$ cat config.mk
export PLATFORM = sky130hd
export DESIGN_NAME = mul_unit
export DESIGN_NICKNAME = d
export VERILOG_FILES = /design/src/rtl/mul_unit.sv
export SDC_FILE = /design/constraint.sdc
export NUM_CORES = 1
export LEC_CHECK = 0
export ABC_AREA = 1
export BUFFER_PORTS_ARGS = -buffer_cell sky130_fd_sc_hd__buf_2
export CORE_ASPECT_RATIO = 1.75
export CORE_MARGIN = 2
export CORE_UTILIZATION = 45
export DETAILED_ROUTE_END_ITERATION = 8
export GPL_TIMING_DRIVEN = 0
export SLEW_MARGIN = 20
export SYNTH_ARGS = -nofsm -noshare
export SYNTH_HDL_FRONTEND = slang
export SYNTH_SLANG_ARGS = --single-unit
export TNS_END_PERCENT = 30
$ cat constraint.sdc
create_clock -name clk -period 3.9 [get_ports clk]
set_input_delay 0.39 -clock clk [delete_from_list [all_inputs] [get_ports clk]]
set_output_delay 0.39 -clock clk [all_outputs]
set_load 0.03 [all_outputs]
$ cat src/rtl/mul_unit.sv
// mul_unit: 32x32 iterative shift-add multiplier (MUL/MLA/UMULL/SMULL), 34-cycle latency, with N/Z flags.
module mul_unit (
  input  logic        clk,
  input  logic        reset,
  input  logic        start,
  input  logic [1:0]  op,
  input  logic        s,
  input  logic [31:0] a,
  input  logic [31:0] b,
  input  logic [31:0] acc,
  output logic        busy,
  output logic        done,
  output logic [31:0] result_lo,
  output logic [31:0] result_hi,
  output logic        long_op,
  output logic [3:0]  cond_flags,
  output logic [1:0]  flag_w
);
  typedef enum logic [1:0] {IDLE, CALC, FIX, DONE} state_t;
  state_t      state;
  logic [4:0]  count;
  logic [63:0] prod;
  logic [31:0] mcand, acc_q;
  logic [1:0]  op_q;
  logic        s_q, neg;
  logic        smull, accept, n_f, z_f;
  logic [31:0] abs_a, abs_b, lo, hi;
  logic [32:0] sum;
  logic [63:0] fixed;
  always_comb begin
    smull  = op == 2'b11;
    accept = start && (state == IDLE || state == DONE);
    abs_a  = smull && a[31] ? -a : a;
    abs_b  = smull && b[31] ? -b : b;
    sum    = {1'b0, prod[63:32]} + {1'b0, prod[0] ? mcand : 32'd0};
    fixed  = neg ? -prod : prod;
    lo     = fixed[31:0] + (op_q == 2'b01 ? acc_q : 32'd0);
    hi     = op_q[1] ? fixed[63:32] : 32'd0;
    n_f    = op_q[1] ? hi[31] : lo[31];
    z_f    = {hi, lo} == 64'd0;
  end
  assign busy = state == CALC || state == FIX;
  assign done = state == DONE;
  always_ff @(posedge clk) begin
    if (reset) begin
      state      <= IDLE;
      count      <= 5'd0;
      prod       <= 64'd0;
      mcand      <= 32'd0;
      acc_q      <= 32'd0;
      op_q       <= 2'b00;
      s_q        <= 1'b0;
      neg        <= 1'b0;
      result_lo  <= 32'd0;
      result_hi  <= 32'd0;
      long_op    <= 1'b0;
      cond_flags <= 4'd0;
      flag_w     <= 2'b00;
    end else if (accept) begin
      state <= CALC;
      count <= 5'd0;
      prod  <= {32'd0, abs_b};
      mcand <= abs_a;
      acc_q <= acc;
      op_q  <= op;
      s_q   <= s;
      neg   <= smull && (a[31] ^ b[31]);
    end else if (state == CALC) begin
      prod  <= {sum, prod[31:1]};
      count <= count + 5'd1;
      state <= count == 5'd31 ? FIX : CALC;
    end else if (state == FIX) begin
      result_lo  <= lo;
      result_hi  <= hi;
      long_op    <= op_q[1];
      cond_flags <= {n_f, z_f, 2'b00};
      flag_w     <= s_q ? 2'b01 : 2'b00;
      state      <= DONE;
    end else if (state == DONE) begin
      state <= IDLE;
    end
  end
endmodule

==> results.yml, run 1 <==
outcome:
  status: "complete, no violations"
setup_path:
  cp_common_cell: "nand2_1"
  startpoint_type: "register"
  crit_slowest_cell: "fa_2"
  r2r-start: "op_q[1]"
  required_ns: 4.37
  endpoint: "cond_flags[2]"
  worstPathCellList: "buf_2 -> nor2_2 -> inv_1 -> buf_2 -> nor2_1 -> ha_1 -> fa_2 -> nand3_1 -> nand2_1 -> nand2_1 -> nand2_1 -> nand3_1 -> nand2_1 -> a21boi_2 -> xor2_2 -> nand3_1 -> nor2_1 -> nand3_2 -> a21oi_2"
  rr_endpoint: "cond_flags[2]"
  crit_type: "reg2reg"
  r2r_slack_ns: 0.14
  crit_buf_inv: 3
  setup.worst_path.start: "op_q[1]"
  endpoint_kind: "register"
  path_delay_family: "simple AND/OR/NAND/NOR gates"
  max_stage_delay_ns: 0.44
  crit_cells: 19
  rr_worst_depth: 19
  crit_path_max_fanout: 10
  worst_ep_arrival_time_ns: 4.23
grt:
  gr-usage-met1_pct: 30.8
  grtUsageMet2_pct: 70.4
  overflow: 0
  grt_max_degree: 20
  grt_use_total_pct: 35.8
  grt_pass1_wl_um: 100000
  grt_pass1_vias: 18200
  antenna_found_initial: 0
  grt.busiest_layer: "met2"
  grt_use_met3_pct: 3.88
synthesis:
  yosys_register_bits: 207
  synth_largest_area_cell: "dfxtp_1"
  yosys.area.top_type_share_pct: 25.9
  synth_top_flop_cell: "dfxtp_1"
  synth_warnings: 0
  synthCells: 2640
  netlist_area_um2: 16000
  ys_types: 56
  ys_seq_area_share_pct: 25.9
  async_reset_ff_share_pct: 0
  synth_edf_count: 0
  postSynthAreaPerCell_um2: 6.07
  synth.area.top_cells: "dfxtp_1, nand2_1, inv_1"
sta:
  setup_tns_ns: 0
  final.min_clock_period_ns: 3.76
  finalHoldViolations: 0
  tightestPinTransition_ns: 1.13
  setup_viol: 0
  slew_headroom_pct: 24.7
  max_freq_mhz: 266
  fin_worst_skew_ns: 0.0220
  fin_crit_sh_pct: 96.3
  slew_violations: 0
drt:
  totalWireLength_um: 68000
  drtAntennaViolNets: 0
  vias: 18100
  drtIter0Drc: 831
  wl_per_cell_um: 20.5
  dr.pass1.iters: 6
  drc: 0
  viasPerCell: 5.44
cts:
  cts_tree: "built"
  clk_path_buf_depth: 3
  cts.sinks: 207
  numCtsBuffers: 24
  clkLatencyLatePin_ns: 0.56
  cts-root-buf: "clkbuf_16"
  cts_htree_levels: 1
  clk_pin_slew_ns: 0.07
placement:
  port_buffers: 170
  hpwlAfterDp_um: 57300
  dpl_cell_area_um2: 17500
  gp_congestion: 1.03
die:
  boundaryPins: 175
  die-width_um: 147
  core_area_um2: 35200
  initial_core_util_pct: 45.5
  die_h_um: 254
  std_cell_rows: 91
  die_area_um2: 37200
flow_run:
  max-cap-violations: 0
finish:
  regArea_um2: 4140
  final_area_um2: 18400
  drive_gt1_share_pct: 12.1
  layout-area-overhead-vs-synth_pct: 15.0
  fillers: 3824
  antenna_cells: 0
  fin_nets: 3016
  multi_input_area_um2: 10300
  final_util_pct: 52.4
power_and_ir_drop:
  powerDensity_nw_per_um2: 667
  p_leak_nw: 9.19
  ir_worst_vdd_mv: 0.403
worst_hold_path:
  hold_path_class: "in2reg"
  holdPathStages: 3
final cells by class:
class,instances,area share (%)
well taps,465,3.16
inverters,367,7.48
repair buffers,174,4.82
multi-input cells,1977,55.9
flip-flops and latches,207,22.5
clock buffers,33,3.72
clock inverters,8,0.360
plain buffers,89,2.10
how the worst min path moves through the flow:
stage	startpoint	endpoint	slack [ns]
floorplan	mcand[24]	mcand[24]	0.42
global placement	mcand[20]	mcand[20]	0.44
detailed placement	mcand[11]	mcand[11]	0.44
CTS	acc[4]	acc_q[4]	0.04
global route	acc[14]	acc_q[14]	0.06
finish	acc[4]	acc_q[4]	0.05
what timing repair did:
action | CTS | global route
pin swaps | 0 | 5
buffers inserted | 0 | 3
setup endpoints to repair | 24 | 7
gates resized for setup | 9 | 45
hold buffers | 0 | 0
state kept, by name, summed over array words and instances, names as in the netlist, 2 cells and up:
name and flops:
acc_q 32, count 5, cond_flags 2, op_q 2
result_hi 32, mcand 32, state 2, result_lo 32
prod 64
kinds of logic (layout without fill, tap and decap cells):
logic type | Yosys count | in the layout | share of synthesized area [%]
buffers and inverters | 458 | 671 | 10.9
xor gates and xnor gates | 102 | 102 | 5.58
adders and majority gates | 74 | 74 | 5.87
and+or+nand+nor | 1276 | 1276 | 34.0
other | 1 | 3 | 0.0234
DFF | 207 | 207 | 25.9
AOI/OAI and AO/OA | 522 | 522 | 17.8
placed cells by master (no fill, tap or decap), types with 4 or more instances in the layout:
cell type / n
a31oi_1: 5
nor2_1: 348
nor3_2: 8
nor2_2: 26
clkbuf_16: 25
a21oi_1: 201
o21a_1: 7
a21oi_2: 10
xor2_1: 73
nand2_1: 648
nand3_2: 13
nor2_4: 8
or2_2: 4
ha_2: 5
o21ai_0: 214
nand4_1: 32
nor4_1: 5
nand3_1: 122
buf_1: 11
nand3b_1: 9
clkbuf_1: 63
nor3_1: 25
xnor2_1: 23
nand2_2: 17
a32o_1: 6
ha_1: 65
buf_4: 7
inv_1: 360
o21bai_1: 8
o21ai_1: 19
a22o_1: 4
o211ai_1: 26
dfxtp_1: 207
buf_2: 181
clkinv_2: 4
per-stage QoR:
stage / std cells / power, mW / hold slack [ns] / setup WS, ns
3_5_place_dp: 3278 / 9.84 / 0.444 / -1.03
4_1_cts: 3317 / 12.1 / 0.0382 / 0.0133
2_1_floorplan: 2642 / 7.48 / 0.422 / 0.630
6_report: 3320 / 12.3 / 0.0472 / 0.143
5_1_grt: 3320 / 13.0 / 0.0602 / -0.0118
3_3_place_gp: 3277 / 9.78 / 0.439 / -1.01
synthesized netlist by cell type (17+ instances only):
cell      instances
nand2_2          17
ha_1             72
xnor2_1          26
o21ai_0         216
nand2_1         648
xor2_1           76
nor3_1           27
o211ai_1         26
a21oi_1         207
o21ai_1          18
nand4_1          32
inv_1           360
nand3_1         122
clkbuf_1         63
nor2_1          358
nor2_2           17
dfxtp_1         207
power by group:
part	total, mW	switching, mW	leakage [nW]	internal (mW)
logic	6.82	4.90	7.12	1.92
registers	3.23	0.526	1.69	2.71
clock network	2.23	0.996	0.371	1.24
worst min-delay path, stage by stage:
cell and delay (ns):
buf_2 0.08, nand2_1 0.04, o21ai_0 0.05
routing by layer:
metal  wire length [um]  vias to the layer above
li1                   -                     8883
met5                  0                        -
met1              21700                     8332
met2              36000                      568
met4               7710                        0
met3               2610                      267
Power figures use the tool's default switching activity.
==> run 2: changes to the inputs <==
--- a/config.mk
+++ b/config.mk
@@ -12,6 +12,7 @@
 export CORE_UTILIZATION = 45
 export DETAILED_ROUTE_END_ITERATION = 8
 export GPL_TIMING_DRIVEN = 0
+export PLACE_DENSITY = 0.65
 export SLEW_MARGIN = 20
 export SYNTH_ARGS = -nofsm -noshare
 export SYNTH_HDL_FRONTEND = slang
==> results.yml, run 2 (same netlist as run 1, synthesis figures left out) <==
cts:
  cts_htree_levels: 1
  cts_tree: "built"
  clkLatencyLatePin_ns: 0.56
  clk_pin_slew_ns: 0.07
  clk_path_buf_depth: 3
  numCtsBuffers: 24
  cts-root-buf: "clkbuf_16"
  cts_hold_buf: 0
  cts.sinks: 207
setup_path:
  required_ns: 4.38
  crit_path_max_fanout: 6
  r2r-start: "prod[0]"
  endpoint: "cond_flags[2]"
  setup.worst_path.start: "prod[0]"
  endpoint_kind: "register"
  crit_type: "reg2reg"
  startpoint_type: "register"
  r2r_slack_ns: 0.20
  worst_ep_arrival_time_ns: 4.19
  rr_worst_depth: 24
  rr_endpoint: "cond_flags[2]"
power_and_ir_drop:
  ir_worst_vdd_mv: 0.375
  switchingPower_mw: 6.35
  p_int_mw: 6.02
  power.total_mw: 12.4
  comb_power_share_pct: 54.2
  p_leak_nw: 9.20
  powerDensity_nw_per_um2: 671
  switching_share_pct: 51.3
  clock_power_share_pct: 19.7
  seq_power_share_pct: 26.1
finish:
  final_common_cell: "nand2_1"
  top_register: "prod"
  layout-area-overhead-vs-synth_pct: 15.1
  final_area_um2: 18400
  drive_gt1_share_pct: 12.1
  final_util_pct: 52.4
  fin_nets: 3014
  fillers: 3839
  antenna_cells: 0
  largest_register_ffs: 64
  final_cell_mix: "nand2_1, inv_1, nor2_1"
drt:
  drtAntennaViolNets: 0
  dr.pass1.iters: 5
  vias: 17900
  viasPerCell: 5.38
  wl_per_cell_um: 19.8
  drc: 0
  drtIter0Drc: 1016
  totalWireLength_um: 65700
sta:
  slew_violations: 0
  fin_crit_sh_pct: 95.0
  final.min_clock_period_ns: 3.70
  setup_viol: 0
  fin_worst_skew_ns: 0.0258
  finalHoldViolations: 0
  rsz0062_at_grt: "true"
  holdWs_ns: 0.0400
  max_freq_mhz: 270
  slew_headroom_pct: 22.0
  tightestPinTransition_ns: 1.17
grt:
  grt.busiest_layer: "met2"
  antenna_found_initial: 0
  grt_use_total_pct: 34.7
  grt_pass1_vias: 17800
  gr-usage-met1_pct: 29.7
  grt_max_degree: 20
  grt_use_met3_pct: 4.38
  overflow: 0
  grtUsageMet2_pct: 67.0
  grt_pass1_wl_um: 97600
worst_hold_path:
  holdPathStages: 3
  hold_path_class: "in2reg"
placement:
  dpl_cell_area_um2: 17500
  hpwlAfterDp_um: 55400
  gp_congestion: 1.10
  port_buffers: 170
die:
  initial_core_util_pct: 45.5
  die_area_um2: 37200
  core_area_um2: 35200
  boundaryPins: 175
  die-width_um: 147
  std_cell_rows: 91
  die_h_um: 254
flow_run:
  max-cap-violations: 0
outcome:
  status: "complete, no violations"
-- run 2: area by class of cell --
class                   instances  area [um2]  share of cell area, %
clock buffers                  31         668                   3.62
multi-input cells            1977       10300                   55.7
repair buffers                172         866                   4.69
well taps                     465         582                   3.15
clock inverters                13         158                  0.855
plain buffers                  89         383                   2.08
flip-flops and latches        207        4140                   22.5
inverters                     367        1380                   7.48
-- run 2: critical path: stages (launching register included) --
cell and delay [ns]:
dfxtp_1 0.35, buf_4 0.22, inv_2 0.12, ha_4 0.18, nand3_2 0.13, nor2_4 0.23, nor2_1 0.09, xor2_1 0.18
ha_2 0.41, nand2_1 0.11, nor2_1 0.15, inv_1 0.08, nor2_1 0.13, nand2_1 0.08, nand3_1 0.11, nand2_1 0.06
nand2_1 0.13, nand3_1 0.11, nor2_2 0.20, nand2_1 0.07, nor2_1 0.12, nand3_1 0.11, nor2_2 0.10, nand3_2 0.07
a21oi_2 0.11
-- run 2: stage by stage --
step / TNS (ns) / std cells / setup WS (ns)
6_report: 0 / 3321 / 0.196
5_1_grt: -0.0264 / 3321 / -0.0264
4_1_cts: 0 / 3320 / 0.0487
3_5_place_dp: -6.00 / 3277 / -0.724
3_3_place_gp: -5.04 / 3277 / -0.686
2_1_floorplan: 0 / 2642 / 0.630
-- run 2: worst min-delay path by stage --
stage                    from   endpoint  slack (ns)
finish                 acc[7]   acc_q[7]        0.04
global route           acc[9]   acc_q[9]        0.05
CTS                    acc[7]   acc_q[7]        0.03
detailed placement   mcand[4]   mcand[4]        0.44
global placement     mcand[6]   mcand[6]        0.44
floorplan           mcand[24]  mcand[24]        0.42
-- run 2: what timing repair did --
item | 4_1_cts | 5_1_grt
endpoints found under the hold margin | 0 | 0
resized for setup | 8 | 39
buffers inserted | 0 | 2
pin swaps | 0 | 4
endpoints found under the setup margin | 23 | 5
-- run 2: routing by layer --
metal	up-vias	part of all wire [%]
met5	-	0
met3	298	4.2
li1	8880	-
met4	0	12
met1	8128	32
met2	551	53
-- run 2: power by group through the flow --
stage	logic, mW	registers (mW)	clock network, mW
finish	6.70	3.23	2.44
detailed placement	6.52	3.26	0
global placement	6.47	3.25	0
CTS	6.57	3.22	2.47
floorplan	4.02	3.47	0
global route	7.35	3.29	2.54
==> run 3: changes to the inputs <==
==> constraint.sdc (replaced) <==
create_clock -name clk -period 4.8 [get_ports clk]
set_input_delay 0.48 -clock clk [delete_from_list [all_inputs] [get_ports clk]]
set_output_delay 0.48 -clock clk [all_outputs]
set_load 0.03 [all_outputs]
==> results.yml, run 3 (same netlist as run 1, synthesis figures left out) <==
outcome:
  status: "complete, no violations"
drt:
  totalWireLength_um: 65800
  drc: 0
  viasPerCell: 5.39
  drtAntennaViolNets: 0
  vias: 17900
  dr.pass1.iters: 5
  wl_per_cell_um: 19.8
  drtIter0Drc: 932
sta:
  slew_violations: 0
  tightestPinTransition_ns: 1.14
  setup_viol: 0
  max_freq_mhz: 235
  setup_tns_ns: 0
  holdWs_ns: 0.132
  final.min_clock_period_ns: 4.25
  fin_crit_sh_pct: 88.6
  finalHoldViolations: 0
  rsz0062_at_grt: "false"
  slew_headroom_pct: 23.5
  fin_worst_skew_ns: 0.0209
cts:
  numCtsBuffers: 24
  cts-resized-gates: 0
  postCtsSetupBuffers: 0
  cts_tree: "built"
  cts_hold_buf: 0
  clk_pin_slew_ns: 0.06
  cts-root-buf: "clkbuf_16"
  cts.sinks: 207
  cts_htree_levels: 1
  clkLatencyLatePin_ns: 0.56
  clk_path_buf_depth: 3
finish:
  drive_gt1_share_pct: 10.8
  antenna_cells: 0
  fillers: 3852
  final_area_um2: 18300
  multi_input_area_um2: 10100
  layout-area-overhead-vs-synth_pct: 14.1
  largest_register_ffs: 64
  final_cell_mix: "nand2_1, inv_1, nor2_1"
  final_common_cell: "nand2_1"
  fin_nets: 3013
  regArea_um2: 4140
  top_register: "prod"
  final_util_pct: 52.0
die:
  die_h_um: 254
  die-width_um: 147
  boundaryPins: 175
  die_area_um2: 37200
  initial_core_util_pct: 45.5
  core_area_um2: 35200
  std_cell_rows: 91
setup_path:
  crit_slowest_cell: "fa_1"
  cp_common_cell: "nand2_1"
  crit_path_max_fanout: 19
  worstPathCellList: "buf_2 -> buf_2 -> clkbuf_1 -> o21ai_0 -> fa_1 -> nand3_1 -> nand2_1 -> nand2_1 -> nand2_1 -> xnor2_1 -> nand3_1 -> nor2_1 -> nand2_1 -> nor2_1 -> nand3_1 -> nor2_2 -> nand3_2 -> a21oi_2"
  required_ns: 5.28
  max_stage_delay_ns: 0.62
  rr_worst_depth: 18
  endpoint_kind: "register"
  crit_buf_inv: 3
  worst_ep_arrival_time_ns: 4.74
  r2r_slack_ns: 0.55
  r2r-start: "neg"
  startpoint_type: "register"
  path_delay_family: "simple AND/OR/NAND/NOR gates"
  crit_type: "reg2reg"
  rr_endpoint: "cond_flags[2]"
power_and_ir_drop:
  clock_power_share_pct: 19.8
  ir_worst_vdd_mv: 0.306
  comb_power_share_pct: 53.9
  switching_share_pct: 51.5
  p_int_mw: 4.85
  powerDensity_nw_per_um2: 546
  p_leak_nw: 9.18
  seq_power_share_pct: 26.3
  switchingPower_mw: 5.14
placement:
  dpl_cell_area_um2: 17500
  hpwlAfterDp_um: 55400
  gp_congestion: 1.10
  port_buffers: 170
grt:
  grt_pass1_vias: 17800
  overflow: 0
  antenna_found_initial: 0
  grt_max_degree: 14
  grt_pass1_wl_um: 97700
  grt_use_total_pct: 34.7
worst_hold_path:
  holdPathEnd: "acc_q[7]"
  hold_path_class: "in2reg"
  holdPathStages: 3
  min-delay-start: "acc[7]"
flow_run:
  max-cap-violations: 0
==> run 3: cell type report <==
| class | count | share of cell area [%] |
|---|---|---|
| Buffer | 90 | 2.04 |
| Inverter | 367 | 7.53 |
| Tap cell | 465 | 3.18 |
| Multi-Input combinational cell | 1977 | 55.4 |
| Clock inverter | 13 | 0.862 |
| Timing Repair Buffer | 170 | 4.65 |
| Sequential cell | 207 | 22.7 |
| Clock buffer | 31 | 3.65 |
==> run 3: power by group through the flow <==
| stage | combinational (mW) | sequential, mW | clock, mW |
|---|---|---|---|
| 6_report | 5.38 | 2.62 | 1.98 |
| 5_1_grt | 5.90 | 2.67 | 2.07 |
| 4_1_cts | 5.33 | 2.61 | 2.00 |
| 3_5_place_dp | 5.30 | 2.65 | 0 |
| 3_3_place_gp | 5.26 | 2.64 | 0 |
| 2_1_floorplan | 3.26 | 2.82 | 0 |
==> run 3: tightest hold or removal path, cell delays in order <==
cell and delay (ns):
buf_2 0.07, nand2_1 0.04, o21ai_0 0.05
==> run 3: per-stage QoR <==
stage | cells | setup WS [ns] | total power [mW]
after floorplan | 2642 | 1.53 | 6.08
after global placement | 3277 | 0.214 | 7.90
after detailed placement | 3277 | 0.176 | 7.95
after CTS | 3321 | 0.161 | 9.94
after global routing | 3320 | 0.166 | 10.6
final | 3320 | 0.548 | 9.98
==> run 3: worst max path at each step <==
stage | to | start | depth (start not counted)
final | cond_flags[2] | neg | 18
after global routing | cond_flags[2] | neg | 20
after CTS | cond_flags[2] | neg | 19
after detailed placement | cond_flags[2] | neg | 19
after global placement | cond_flags[2] | neg | 19
after floorplan | cond_flags[2] | neg | 18
==> run 3: layer usage <==
metal / routed length [um] / global-route usage [%]
met1: 21100 / 29.9
met2: 34600 / 67.0
met3: 2560 / 4.33
met4: 7520 / 34.3
met5: 0 / 0
